$ cat config.mk
export PLATFORM = sky130hd
export DESIGN_NAME = sum_collect_flat
export DESIGN_NICKNAME = d
export VERILOG_FILES = /design/src/rtl/sum_collect_if.sv /design/src/rtl/sum_collect.sv /design/src/flat_wrapper.sv
export SDC_FILE = /design/constraint.sdc
export NUM_CORES = 1
export LEC_CHECK = 0
export ABC_AREA = 0
export ABC_CLOCK_PERIOD_IN_PS = 6450
export BUFFER_PORTS_ARGS = -buffer_cell sky130_fd_sc_hd__buf_2
export CAP_MARGIN = 20
export CORE_ASPECT_RATIO = 0.75
export CORE_MARGIN = 3
export CORE_UTILIZATION = 47
export CTS_CLUSTER_SIZE = 30
export DETAILED_ROUTE_END_ITERATION = 6
export SLEW_MARGIN = 10
export SYNTH_ARGS = -nofsm -noshare
export SYNTH_HDL_FRONTEND = slang
export SYNTH_SLANG_ARGS = --single-unit
export TNS_END_PERCENT = 50
$ cat constraint.sdc
create_clock -name sys_clk -period 6.45 [get_ports sys_clk]
set_input_delay 0.3225 -clock sys_clk [delete_from_list [all_inputs] [get_ports sys_clk]]
set_output_delay 0.3225 -clock sys_clk [all_outputs]
set_load 0.02 [all_outputs]
$ cat src/rtl/sum_collect_if.sv
// Result hand-off bus: capture side (add_end/sum) and show-ahead read side.
interface sum_collect_if;
  logic       add_end;
  logic [7:0] sum;
  logic       rd_ready;
  logic       rd_valid;
  logic [7:0] rd_data;
  logic [3:0] rd_seq;

  modport master (
    output add_end, sum, rd_ready,
    input  rd_valid, rd_data, rd_seq
  );

  modport slave (
    input  add_end, sum, rd_ready,
    output rd_valid, rd_data, rd_seq
  );
endinterface

$ cat src/rtl/sum_collect.sv
// Collects accumulator results into a tagged show-ahead FIFO, and tracks the
// running maximum and a sticky drop flag.
module sum_collect #(
  parameter int DEPTH = 8,
  parameter int AW    = 3
) (
  input  logic          sys_clk,
  input  logic          sys_rst,
  input  logic          clr,
  sum_collect_if.slave  bus,
  output logic [AW:0]   fifo_cnt,
  output logic          full,
  output logic          overflow,
  output logic [7:0]    max_sum
);

  function automatic logic [7:0] max_u8(input logic [7:0] a, input logic [7:0] b);
    return (a > b) ? a : b;
  endfunction

  logic [11:0]   mem [DEPTH];
  logic [AW-1:0] wr_ptr;
  logic [AW-1:0] rd_ptr;
  logic [3:0]    seq;
  logic          vld;
  logic          pop;
  logic          push;
  logic [11:0]   head;

  assign vld  = (fifo_cnt != '0);
  assign full = (fifo_cnt == (AW+1)'(DEPTH));
  assign pop  = vld && bus.rd_ready;
  // A full FIFO still accepts a result when the head leaves at the same edge.
  assign push = bus.add_end && (!full || pop);

  always_ff @(posedge sys_clk or negedge sys_rst) begin
    if (!sys_rst) begin
      wr_ptr   <= '0;
      rd_ptr   <= '0;
      fifo_cnt <= '0;
      seq      <= '0;
      overflow <= 1'b0;
      max_sum  <= '0;
    end else if (clr) begin
      wr_ptr   <= '0;
      rd_ptr   <= '0;
      fifo_cnt <= '0;
      seq      <= '0;
      overflow <= 1'b0;
      max_sum  <= '0;
    end else begin
      if (push) begin
        wr_ptr  <= wr_ptr + AW'(1);
        seq     <= seq + 4'd1;
        max_sum <= max_u8(bus.sum, max_sum);
      end
      if (pop)
        rd_ptr <= rd_ptr + AW'(1);
      if (push && !pop)
        fifo_cnt <= fifo_cnt + (AW+1)'(1);
      else if (pop && !push)
        fifo_cnt <= fifo_cnt - (AW+1)'(1);
      if (bus.add_end && !push)
        overflow <= 1'b1;
    end
  end

  // Storage is data only; sum must be taken in the strobe cycle itself.
  always_ff @(posedge sys_clk) begin
    if (!clr && push)
      mem[wr_ptr] <= {seq, bus.sum};
  end

  assign head         = vld ? mem[rd_ptr] : 12'h000;
  assign bus.rd_valid = vld;
  assign bus.rd_data  = head[7:0];
  assign bus.rd_seq   = head[11:8];

endmodule

$ cat src/flat_wrapper.sv
// flat-port wrapper written by rule: the top's interface ports become plain ports
module sum_collect_flat 
#(
  parameter int DEPTH = 8,
  parameter int AW    = 3
)
  (sys_clk, sys_rst, clr, fifo_cnt, full, overflow, max_sum, bus_add_end, bus_sum, bus_rd_ready, bus_rd_valid, bus_rd_data, bus_rd_seq);
  sum_collect_if bus_i ();
  input  logic sys_clk;
  input  logic sys_rst;
  input  logic clr;
  output logic [AW:0] fifo_cnt;
  output logic full;
  output logic overflow;
  output logic [7:0] max_sum;
  input wire logic [$bits(bus_i.add_end)-1:0] bus_add_end;
  input wire logic [$bits(bus_i.sum)-1:0] bus_sum;
  input wire logic [$bits(bus_i.rd_ready)-1:0] bus_rd_ready;
  output wire logic [$bits(bus_i.rd_valid)-1:0] bus_rd_valid;
  output wire logic [$bits(bus_i.rd_data)-1:0] bus_rd_data;
  output wire logic [$bits(bus_i.rd_seq)-1:0] bus_rd_seq;
  assign bus_i.add_end = bus_add_end;
  assign bus_i.sum = bus_sum;
  assign bus_i.rd_ready = bus_rd_ready;
  assign bus_rd_valid = bus_i.rd_valid;
  assign bus_rd_data = bus_i.rd_data;
  assign bus_rd_seq = bus_i.rd_seq;
  sum_collect #(.DEPTH(DEPTH), .AW(AW)) u_core (.sys_clk(sys_clk), .sys_rst(sys_rst), .clr(clr), .bus(bus_i), .fifo_cnt(fifo_cnt), .full(full), .overflow(overflow), .max_sum(max_sum));
endmodule
---- Word-level counts from Yosys, hierarchy flattened ----
Memories as Yosys holds them, arrays and structs flattened.
Index checks and enable logic that the tools add are counted.
word-level totals
  flip-flop bits (word level) ............. 23
  bits in writable memories ............... 96
  input bits .............................. 13
  output and inout bits ................... 27
  word-level logic and storage cells ...... 49
  memories ................................ 1
operators by class
  add/sub/neg operators ................... 5
  $lt $le $gt $ge ......................... 1
  equality and inequality tests ........... 1
  multiplexer cells ....................... 17
  reduce and logical (&&, ||, !) cells .... 18
memory list
  name        depth  width  rd ports  clocked after Yosys merged registers in  write ports  line               RTL
  u_core.mem  8      12     1         0                                        1            sum_collect.sv:21  logic [11:0] mem [DEPTH];
operators by type and width
  kind                   count
  $mux W8                3
  $mux W4                5
  $mux W12               1
  $mux W3                4
  $add A4 B1 Y4 const B  2
  $gt A8 B8 Y1           1
  $reduce_bool A2 Y1     4
  $add A3 B1 Y3 const B  2
  $logic_and A1 B1 Y1    6
  $eq A4 B4 Y1 const B   1
  $logic_not A1 Y1       4
  $mux W1                4
  $reduce_bool A4 Y1     1
  $sub A4 B1 Y4 const B  1
  $reduce_bool A3 Y1     1
  $reduce_and A2 Y1      1
  $logic_or A1 B1 Y1     1

---- Logic depth before layout (Yosys ltp) ----
Gate-level depths: netlist of the first run.
  word-level depth ........................ 9
  depth in mapped cells ................... 9
  gate-level depth less buffers ........... 9

---- Worst setup path before layout of the first run ----
OpenSTA, ideal clock, no wires.
  path kind ............................... register -> register
  start ................................... register u_core.fifo_cnt[0]
  end ..................................... memory u_core.mem[0][0] (enable)
  setup time .............................. 0.396 ns
  data arrival time ....................... 2.102 ns
  required time ........................... 6.054 ns
  slack ................................... 3.952 ns
  cell stages (with the launch flop) ...... 5
  path buffers ............................ 0
  period minus slack after synthesis ...... 2.498 ns
  cells stage by stage .................... dfrtp_1 -> or3_4 -> o21ai_1 -> or3_1 -> nor3_1
on the way
  word-level cells in the longest chain between the ends .. 7
  elaborated cells between the ends (all ways) .. 9
  classes of those cells .................. 1 x eq/ne; 2 x mux; 6 x reduce/logical
RTL lines
  what                                                            line                                  RTL
  from (decl)                                                     sum_collect.sv:11                     output logic [AW:0] fifo_cnt,
  from (signal assigned)                                          sum_collect.sv:60                     fifo_cnt <= fifo_cnt + (AW+1)'(1);
  from (signal assigned)                                          sum_collect.sv:62                     fifo_cnt <= fifo_cnt - (AW+1)'(1);
  $eq A4 B4 Y1 / $reduce_bool A4 Y1 (equally long branches)       sum_collect.sv:31, sum_collect.sv:30
  $logic_not A1 Y1 / $logic_and A1 B1 Y1 (equally long branches)  sum_collect.sv:34, sum_collect.sv:32
  $logic_or A1 B1 Y1 *                                            sum_collect.sv:34                     assign push = bus.add_end && (!full || pop);
  $logic_and A1 B1 Y1 *                                           sum_collect.sv:34
  $logic_and A1 B1 Y1 *                                           sum_collect.sv:70                     if (!clr && push)
  $mux W1 *                                                       sum_collect.sv:70
  $mux W1 (not written as such) *                                 sum_collect.sv:71                     mem[wr_ptr] <= {seq, bus.sum};
  to (decl)                                                       sum_collect.sv:21
Mark *: on every way between the ends. The rest lies on a longest branch, timed or not.

---- Worst setup path in the final report of the first run ----
  start ................................... register u_core.fifo_cnt[1]
  end ..................................... register u_core.fifo_cnt[3]
on the way
  word-level cells in the longest chain between the ends .. 7
  elaborated cells between the ends (all ways) .. 16
  classes of those cells .................. 2 x add/sub; 1 x eq/ne; 3 x mux; 10 x reduce/logical
RTL lines
  what
  parallel branches: the longest is 7 deep, another holds $sub A4 B1 Y4
Several ways; the timed one is not identified. The select of a mux whose other input is x is not followed.
A chain may end at the register's enable or synchronous reset.

==> results by group, run 1 <==
Run status
  • Status: finished, final reports clean

Logic synthesis
  • Avg Inst Size Synth: 16.4 um^2
  • Seq cells post-synth: 119
  • Yosys top cell by area: edfxtp_1
  • Syn Nets: 341
  • Synth top area cells: edfxtp_1, dfrtp_1, mux4_2, mux2i_1, ha_1
  • Yosys cell types: 36
  • Ys Warns: 0
  • Sequential-to-total area share from yosys stat: 0.672
  • Share of the synthesized area in the top cell type: 0.560
  • Post-synth top cells: edfxtp_1, nor2_1, mux4_2
  • Syn Std Cell Area: 5150 um^2
  • Cells after synthesis: 314
  • Top_reg_cell synth: edfxtp_1
  • Cell with the most instances after synthesis: edfxtp_1
  • Number of synthesized flops with an enable pin: 96
  • Ys async rst share: 0.193

STA
  • Final min period: 2.73 ns
  • RSZ-0062 raised after global routing: no
  • Setup TNS: 0 ns
  • Hold violation count in the final report: 0
  • FMAX: 367 MHz
  • Max_slew headroom: 0.438
  • Final setup skew: 0.00801 ns
  • Period utilization: 0.423
  • Worst slew pin tran: 0.843 ns
  • Final worst-path setup slack: 3.72 ns
  • Max-slew violations: 0
  • Number of setup violations in the final report: 0

Floorplanning
  • I/O Pins: 40
  • Die footprint: 12300 um^2
  • Count of standard-cell rows: 32
  • Initial Utilization: 0.491
  • Die height: 96.7 um
  • Die width: 127 um
  • Placeable Area: 10500 um^2

Clock network
  • CTS tree: yes
  • Total CTS buffers: 17
  • Clock Latency Late Sink: 0.41 ns
  • H-tree depth: 4
  • Clock-pin slew on the worst setup and hold paths: 0.05 ns
  • CTS resizes: 0
  • Hold_buf cts: 1
  • CTS sink count: 119
  • Clock tree buffer depth: 2
  • Post-CTS Setup Inserts: 0
  • Root buf cell: clkbuf_16

Place
  • Hpwl dp: 6200 um
  • Gpl congestion: 0.749
  • Port bufs: 39
  • Pre-CTS setup slack: 3.73 ns

Setup path
  • Most used cell, CP: a21o_1
  • Crit Path Category: flip-flop to flip-flop
  • Critical Path Source Type: flip-flop
  • Crit path largest cell delay: 0.46 ns
  • CP max stage cell: or3_4
  • Worst EP arrival: 3.05 ns
  • Crit end category: flip-flop
  • Critical path peak fanout: 15
  • CP cell instances: or3_4, nor2_8, o21ai_2, ha_1, a21o_1, a21o_1, or3_1, a21o_1, a31oi_1
  • CP required: 6.77 ns

Route
  • DRC: 0
  • WL/cell: 18.7 um
  • Vias per cell: 5.31
  • 1st-iter DRT viols: 252
  • Final wirelength: 9660 um
  • Final ANT Viol Nets: 0
  • 1st-pass router iterations: 5
  • Routed vias: 2750

Global route
  • GRT Util Overall: 0.169
  • Vias in the first global route: 2802
  • Global route overflow: 0
  • Largest net degree at the start of global routing: 35
  • Antenna violations before repair: 0
  • Global-route wire length before repair: 15300 um

Pwr
  • Maximum VDD drop: 0.238 mV
  • Pwr per Cell Area: 398 nW/um^2
  • Leakage: 2.28 nW

Layout
  • Final #Nets: 396
  • N_diodes: 0
  • Layout area overhead: 19.3%
  • Layout cells sized above 1: 0.304

Run
  • Max-Cap Viols: 0

Min path
  • Worst min path class: primary input to flip-flop
kinds of logic after synthesis:
kind of cell               Yosys count  share of synthesized area
AOI/OAI and AO/OA                   19                     0.0236
xor gates and xnor gates             8                     0.0136
adders and majority gates           14                     0.0355
buffers and inverters               26                     0.0221
DFF                                119                      0.672
muxes                               47                      0.153
and+or+nand+nor                     81                     0.0811
layout by cell type (no fill, tap or decap), drive strengths merged, types with 4 or more instances in the layout:
cell       n
a21oi      8
buf       49
clkbuf    20
clkinv     4
clkinvlp   4
dfrtp     23
edfxtp    96
ha        13
inv       13
mux2i     20
mux4      24
nand2     12
nand2b    20
nor2      33
or3        4
xor2       6
per-layer routing:
metal	GRT usage	routed length, um	up-vias
met3	0.0563	555	12
met1	0.238	4400	1376
met5	0	0	-
met4	0.0503	110	0
met2	0.252	4600	64
li1	-	-	1298
where the power goes:
group / leakage [nW] / switching [mW] / internal, mW
Sequential: 1.19 / 0.0404 / 0.872
Combinational: 0.805 / 0.341 / 0.252
Clock: 0.282 / 0.323 / 0.616
critical path: cells and delay by family (launching register included):
family / cells / cell delay, ns
fa+ha+maj: 1 / 0.28
simple gates: 3 / 1.05
flops: 1 / 0.45
compound gates: 5 / 0.86
flip-flops by register name, summed over array words and instances, names as in the netlist:
| name | count |
|---|---|
| u_core.overflow | 1 |
| u_core.mem | 96 |
| u_core.rd_ptr | 3 |
| u_core.max_sum | 8 |
| u_core.wr_ptr | 3 |
| u_core.fifo_cnt | 4 |
| u_core.seq | 4 |
per-stage QoR:
stage	cell area, um^2	hold slack (ns)	power [mW]	util	std cells
detailed placement	5520	0.343	1.53	0.527	484
CTS	6130	0.222	2.47	0.585	517
finish	6140	0.241	2.44	0.586	518
global route	6140	0.232	2.56	0.586	518
global placement	5520	0.337	1.52	0.527	484
floorplan	5150	0.0269	1.36	-	314
layout make-up:
| type | count | area [um^2] |
|---|---|---|
| flip-flops and latches | 119 | 3460 |
| inverters | 12 | 45.0 |
| multi-input cells | 169 | 1590 |
| repair buffers | 50 | 284 |
| well taps | 136 | 170 |
| clock inverters | 12 | 153 |
| clock buffers | 20 | 447 |
| fillers | 811 | 4350 |
worst paths after layout:
kind | startpoint | cells past startpoint | end | slack [ns]
setup / recovery | u_core.fifo_cnt[1] | 9 | u_core.fifo_cnt[3] | 3.72
hold / removal | bus_rd_ready | 3 | u_core.rd_ptr[1] | 0.24
setup reg to reg | u_core.fifo_cnt[1] | 9 | u_core.fifo_cnt[3] | 3.72
hold reg to reg | u_core.overflow | 2 | u_core.overflow | 0.52
max in group asynchronous | sys_rst | 2 | u_core.max_sum[7] | 5.63
min in group asynchronous | sys_rst | 2 | u_core.fifo_cnt[3] | 0.45
Power figures use the tool's default switching activity.
==> run 2, diff against run 1 <==
--- a/config.mk
+++ b/config.mk
@@ -6,7 +6,7 @@
 export NUM_CORES = 1
 export LEC_CHECK = 0
 export ABC_AREA = 0
-export ABC_CLOCK_PERIOD_IN_PS = 6450
+export ABC_CLOCK_PERIOD_IN_PS = 2500
 export BUFFER_PORTS_ARGS = -buffer_cell sky130_fd_sc_hd__buf_2
 export CAP_MARGIN = 20
 export CORE_ASPECT_RATIO = 0.75
@@ -14,6 +14,7 @@
 export CORE_UTILIZATION = 47
 export CTS_CLUSTER_SIZE = 30
 export DETAILED_ROUTE_END_ITERATION = 6
+export PLACE_DENSITY = 0.67
 export SLEW_MARGIN = 10
 export SYNTH_ARGS = -nofsm -noshare
 export SYNTH_HDL_FRONTEND = slang
==> constraint.sdc (replaced) <==
create_clock -name sys_clk -period 2.5 [get_ports sys_clk]
set_input_delay 0.125 -clock sys_clk [delete_from_list [all_inputs] [get_ports sys_clk]]
set_output_delay 0.125 -clock sys_clk [all_outputs]
set_load 0.02 [all_outputs]
==> results by group, run 2 (synthesis results as in run 1) <==
Clock network
  • Clock-pin slew on the worst setup and hold paths: 0.06 ns (about the same)
  • Total CTS buffers: 17 (unchanged)
  • CTS tree: yes
  • Clock tree buffer depth: 2 (unchanged)
  • H-tree depth: 4 (unchanged)
  • CTS resizes: 0 (unchanged)
  • CTS sink count: 119 (unchanged)
  • Root buf cell: clkbuf_16
  • Clock Latency Late Sink: 0.41 ns (about the same)

Route
  • WL/cell: 19.6 um (+5.3%)
  • Final wirelength: 10400 um (+8.0%)
  • Final ANT Viol Nets: 0 (unchanged)
  • Vias per cell: 5.38 (+1.3%)
  • 1st-iter DRT viols: 293 (+16%)
  • Routed vias: 2855 (+3.8%)
  • DRC: 0 (unchanged)
  • 1st-pass router iterations: 4 (-1)

Floorplanning
  • Placeable Area: 10500 um^2 (unchanged)
  • Die width: 127 um (unchanged)
  • Count of standard-cell rows: 32 (unchanged)
  • I/O Pins: 40 (unchanged)
  • Die footprint: 12300 um^2 (unchanged)
  • Initial Utilization: 0.491 (unchanged)
  • Die height: 96.7 um (unchanged)

STA
  • Setup TNS: 0 ns (unchanged)
  • Max_slew headroom: 0.308 (-0.130)
  • Worst slew pin tran: 1.03 ns (+0.191 ns)
  • RSZ-0062 raised after global routing: no
  • Number of setup violations in the final report: 0 (unchanged)
  • Hold violation count in the final report: 0 (unchanged)
  • FMAX: 413 MHz (+13%)
  • Final setup skew: 0.00724 ns (-0.000778 ns)
  • Max-slew violations: 0 (unchanged)
  • Final min period: 2.42 ns (-0.309 ns)
  • Period utilization: 0.968 (+0.545)

Layout
  • Commonest non-fill, non-tap cell in the layout: edfxtp_1
  • Regs by FF count: u_core.mem: 96 flops, u_core.max_sum: 8 flops
  • Final #Nets: 409 (+3.3%)
  • Final Instance Area: 6270 um^2 (+2.1%)
  • Layout fillers: 824 (+1.6%)
  • Layout area overhead: 21.8%
  • Top reg by flops: u_core.mem
  • Max reg flops: 96 (unchanged)
  • N_diodes: 0 (unchanged)
  • Layout cells sized above 1: 0.327 (+0.0229)
  • Most frequent cells in the layout: edfxtp_1, buf_2, nor2_1, mux4_2, dfrtp_1

Place
  • Post-place instance area: 5640 um^2 (+2.1%)
  • Gpl congestion: 0.729 (-2.6%)
  • Hpwl dp: 6810 um (+9.9%)
  • Port bufs: 39 (unchanged)

Setup path
  • R2r setup slk: 0.08 ns (-3.64 ns)
  • CP required: 2.83 ns (-3.94 ns)
  • Reg2reg end: u_core.fifo_cnt[3]
  • CP cell instances: or3_4, buf_4, nor2_8, o21ai_2, ha_1, a21o_1, a21o_1, or3_1, a21o_1, a31oi_1
  • Worst EP arrival: 2.75 ns (-0.30 ns)
  • FF-to-FF Start: u_core.fifo_cnt[1]
  • Crit Path Category: flip-flop to flip-flop
  • Cell depth of the worst flop-to-flop path: 10 (+1)
  • Most used cell, CP: a21o_1
  • Crit path largest cell delay: 0.38 ns (-0.08 ns)
  • Critical Path Source Type: flip-flop
  • Critical path peak fanout: 4 (-11)
  • Crit end category: flip-flop
  • CP max stage cell: or3_4

Min path
  • Hold Path Origin: bus_sum[0]
  • Hold endpoint: u_core.mem[1][0]
  • Worst min path class: primary input to flip-flop
  • Worst hold path depth: 1 (-2)

Global route
  • Global route overflow: 0 (unchanged)
  • Largest net degree at the start of global routing: 34 (-2.9%)
  • Vias in the first global route: 2891 (+3.2%)
  • GRT Util Overall: 0.182 (+0.0135)
  • Antenna violations before repair: 0 (unchanged)
  • Global-route wire length before repair: 16500 um (+8.2%)

Pwr
  • Pwr per Cell Area: 1040 nW/um^2 (+160%)
  • Maximum VDD drop: 0.543 mV (+130%)
  • Leakage: 2.36 nW (+3.7%)

Run status
  • Status: finished, final reports clean

Run
  • Max-Cap Viols: 0 (unchanged)
run 2: changes by cell type in the layout (fill, tap and decap cells not counted):
| cell | delta |
|---|---|
| clkinvlp_4 | -2 |
| buf_12 | +1 |
| buf_6 | -1 |
| clkinv_4 | +2 |
| bufinv_16 | +1 |
| inv_6 | -1 |
| buf_4 | +13 |
run 2: per-layer routing:
metal | vias to the layer above | share of wire | track usage
met5 | - | 0 | 0
met4 | 0 | 0.0061 | 0.0470
li1 | 1321 | - | -
met3 | 6 | 0.045 | 0.0579
met2 | 78 | 0.47 | 0.270
met1 | 1450 | 0.48 | 0.265
run 2: how the worst max path moves through the flow:
stage / slack (ns) / depth (start not counted) / end / start
2_1_floorplan: 0.002 / 4 / u_core.mem[0][0] / u_core.fifo_cnt[0]
3_3_place_gp: 0.07 / 10 / u_core.fifo_cnt[3] / u_core.fifo_cnt[1]
3_5_place_dp: 0.04 / 10 / u_core.fifo_cnt[3] / u_core.fifo_cnt[1]
4_1_cts: 0.02 / 10 / u_core.fifo_cnt[3] / u_core.fifo_cnt[1]
5_1_grt: 0.007 / 10 / u_core.fifo_cnt[3] / u_core.fifo_cnt[1]
6_report: 0.08 / 10 / u_core.fifo_cnt[3] / u_core.fifo_cnt[1]
run 2: cell type report:
cell class / instances / area (um^2) / share of cell area
clock inverter: 12 / 176 / 0.0281
timing repair buffer: 63 / 390 / 0.0622
clock buffer: 20 / 447 / 0.0712
multi-input combinational: 169 / 1590 / 0.253
sequential: 119 / 3460 / 0.551
tap: 136 / 170 / 0.0271
inverter: 12 / 45.0 / 0.00718
run 2: metrics by stage:
| stage | utilization | hold slack, ns | instances | power (mW) | worst slack, ns |
|---|---|---|---|---|---|
| after global routing | 0.598 | 0.0558 | 531 | 6.81 | 0.00670 |
| final | 0.598 | 0.0331 | 531 | 6.52 | 0.0805 |
| after CTS | 0.598 | 0.0303 | 531 | 6.59 | 0.0196 |
| after floorplan | - | -0.171 | 314 | 3.52 | 0.00175 |
| after detailed placement | 0.538 | 0.150 | 498 | 4.04 | 0.0409 |
| after global placement | 0.538 | 0.129 | 498 | 4.01 | 0.0658 |
run 2: timing repair:
action                     in CTS  in global routing
hold endpoints to repair       23                  0
buffers inserted                0                  0
hold buffers                    1                  0
setup endpoints to repair       0                  1
run 2: report_power, final:
group	internal [mW]	leakage, nW	switching [mW]
clock network	1.69	0.300	0.849
logic	0.738	0.872	0.922
registers	2.25	1.19	0.0678
run 2: worst max-delay path: cells and delay by family, from the launching register on:
family	cells	cell delay (ns)
simple gates	3	0.77
compound gates	5	0.76
flops	1	0.37
fa+ha+maj	1	0.28
buf+inv	1	0.16
==> run 3, diff against run 2 <==
--- a/config.mk
+++ b/config.mk
@@ -9,12 +9,14 @@
 export ABC_CLOCK_PERIOD_IN_PS = 2500
 export BUFFER_PORTS_ARGS = -buffer_cell sky130_fd_sc_hd__buf_2
 export CAP_MARGIN = 20
+export CELL_PAD_IN_SITES_DETAIL_PLACEMENT = 1
+export CELL_PAD_IN_SITES_GLOBAL_PLACEMENT = 1
 export CORE_ASPECT_RATIO = 0.75
 export CORE_MARGIN = 3
-export CORE_UTILIZATION = 47
+export CORE_UTILIZATION = 46
 export CTS_CLUSTER_SIZE = 30
 export DETAILED_ROUTE_END_ITERATION = 6
-export PLACE_DENSITY = 0.67
+export PLACE_DENSITY_LB_ADDON = 0.1
 export SLEW_MARGIN = 10
 export SYNTH_ARGS = -nofsm -noshare
 export SYNTH_HDL_FRONTEND = slang
==> results by group, run 3 (synthesis results as in run 1) <==
Pwr
  • Design internal power: 4.32 mW (-7.6%)
  • Psw: 1.84 mW (about the same)
  • Register share of total power: 0.381 (+0.025)
  • Clk pwr share: 0.348 (-0.042)
  • Maximum VDD drop: 0.616 mV (+13%)
  • Leakage: 2.29 nW (-2.8%)
  • Final Power: 6.16 mW (-5.4%)
  • Switching part of the total: 0.298 (+0.0164)
  • Pwr per Cell Area: 1000 nW/um^2 (-3.5%)
  • Combinational share of power: 0.271 (+0.016)

Layout
  • Regs by FF count: u_core.mem: 96 flops, u_core.max_sum: 8 flops
  • Layout fillers: 997 (+21%)
  • Most frequent cells in the layout: edfxtp_1, buf_2, nor2_1, mux4_2, dfrtp_1
  • Layout area overhead: 19.4%
  • Commonest non-fill, non-tap cell in the layout: edfxtp_1
  • N_diodes: 0 (unchanged)
  • Layout cells sized above 1: 0.309 (-0.0171)
  • Core Util, Final: 0.580 (-0.0184)
  • Top reg by flops: u_core.mem
  • Max reg flops: 96 (unchanged)
  • Final #Nets: 405 (-0.98%)

Clock network
  • CTS sink count: 119 (unchanged)
  • H-tree depth: 4 (unchanged)
  • Root buf cell: clkbuf_16
  • CTS tree: yes
  • Clock tree buffer depth: 2 (unchanged)
  • Clock Latency Late Sink: 0.40 ns (about the same)
  • Total CTS buffers: 17 (unchanged)
  • Clock-pin slew on the worst setup and hold paths: 0.05 ns (about the same)

Floorplanning
  • Die footprint: 12500 um^2 (+2.1%)
  • Count of standard-cell rows: 32 (unchanged)
  • I/O Pins: 40 (unchanged)
  • Die height: 97.6 um (+1.0%)
  • Placeable Area: 10600 um^2 (+1.1%)
  • Die width: 128 um (+1.0%)
  • Initial Utilization: 0.485 (-0.00556)

STA
  • Worst slew pin tran: 0.576 ns (-0.459 ns)
  • Final setup skew: 0.00949 ns (+0.00225 ns)
  • Period utilization: 0.950 (-0.0180)
  • FMAX: 421 MHz (+1.9%)
  • Max-slew violations: 0 (unchanged)
  • Max_slew headroom: 0.614 (+0.306)
  • Hold violation count in the final report: 0 (unchanged)
  • Number of setup violations in the final report: 0 (unchanged)
  • Final min period: 2.37 ns (-0.0450 ns)

Route
  • Routed vias: 2857 (+0.070%)
  • DRC: 0 (unchanged)
  • 1st-pass router iterations: 4 (unchanged)
  • WL/cell: 20.9 um (+6.6%)
  • Vias per cell: 5.42 (+0.83%)
  • 1st-iter DRT viols: 194 (-34%)
  • Final wirelength: 11000 um (+5.8%)
  • Final ANT Viol Nets: 0 (unchanged)

Place
  • Gpl congestion: 0.748 (+2.6%)
  • Hpwl dp: 6950 um (+2.1%)
  • Port bufs: 39 (unchanged)

Global route
  • Global-route wire length before repair: 17700 um (+7.0%)
  • GRT Util Overall: 0.191 (+0.00887)
  • Vias in the first global route: 3004 (+3.9%)
  • Global route overflow: 0 (unchanged)
  • Antenna violations before repair: 0 (unchanged)
  • Largest net degree at the start of global routing: 34 (unchanged)

Setup path
  • Critical Path Source Type: flip-flop
  • Crit Path Category: flip-flop to flip-flop
  • Crit end category: flip-flop
  • R2r setup slk: 0.13 ns (+0.05 ns)
  • Worst EP arrival: 2.69 ns (-0.06 ns)
  • Critical path peak fanout: 4 (unchanged)
  • CP required: 2.81 ns (-0.02 ns)

Min path
  • Worst min path class: primary input to flip-flop

Run status
  • Status: finished, final reports clean

Run
  • Max-Cap Viols: 0 (unchanged)
run 3: cell count changes in the layout (fill, tap and decap cells not counted), sizes merged:
cell	change
buf	-4
clkinv	+4
bufinv	-3
clkbuf	-1
run 3: critical path, cell delays in order (launching register included):
cell and delay, ns:
dfrtp_1 0.42, or3_4 0.42, nor2_8 0.10, o21ai_2 0.08, buf_4 0.13, ha_1 0.31, a21o_1 0.23, or3_1 0.31
a21o_1 0.18, a31oi_1 0.13
run 3: final timing paths:
check / start / to / cells past startpoint
setup / recovery: u_core.fifo_cnt[1] / u_core.fifo_cnt[3] / 9
min in group asynchronous: sys_rst / u_core.fifo_cnt[3] / 2
hold / removal: bus_sum[3] / u_core.mem[0][3] / 1
max in group asynchronous: sys_rst / u_core.fifo_cnt[2] / 2
setup reg to reg: u_core.fifo_cnt[1] / u_core.fifo_cnt[3] / 9
hold reg to reg: u_core.overflow / u_core.overflow / 2
run 3: final cells by class:
| cell class | instances | area (um^2) | area share |
|---|---|---|---|
| Sequential cell | 119 | 3460 | 0.562 |
| Multi-Input combinational cell | 169 | 1590 | 0.259 |
| Clock buffer | 19 | 433 | 0.0704 |
| Timing Repair Buffer | 59 | 360 | 0.0586 |
| Tap cell | 136 | 170 | 0.0277 |
| Clock inverter | 13 | 88.8 | 0.0144 |
| Inverter | 12 | 45.0 | 0.00732 |
run 3: routing by layer:
| layer | track usage | up-vias | wire length (um) | part of all wire |
|---|---|---|---|---|
| li1 | - | 1314 | - | - |
| met1 | 0.275 | 1478 | 5140 | 0.47 |
| met2 | 0.290 | 61 | 5410 | 0.49 |
| met3 | 0.0462 | 4 | 424 | 0.038 |
| met4 | 0.0587 | 0 | 58 | 0.0053 |
| met5 | 0 | - | 0 | 0 |
run 3: what timing repair did:
action | CTS | global route
endpoints found under the hold margin | 23 | 0
resized for setup | 0 | 2
setup endpoints to repair | 0 | 1
buffers inserted | 0 | 3
hold buffers | 1 | 0
run 3: power by group through the flow:
stage	sequential [mW]	clock [mW]	combinational, mW
after floorplan	2.42	0	1.10
after detailed placement	2.38	0	1.64
after CTS	2.34	2.18	1.66
final	2.35	2.14	1.67
after global placement	2.37	0	1.61
after global routing	2.36	2.30	1.84
run 3: through the flow:
stage	setup WS, ns	TNS (ns)	instances	hold slack (ns)	cell area (um^2)
2_1_floorplan	0.00175	0	314	-0.171	5150
3_3_place_gp	0.155	0	491	0.154	5590
3_5_place_dp	0.105	0	491	0.149	5590
4_1_cts	0.0717	0	524	0.0336	6120
5_1_grt	-0.0345	-0.0345	527	0.0532	6150
6_report	0.126	0	527	0.0516	6150
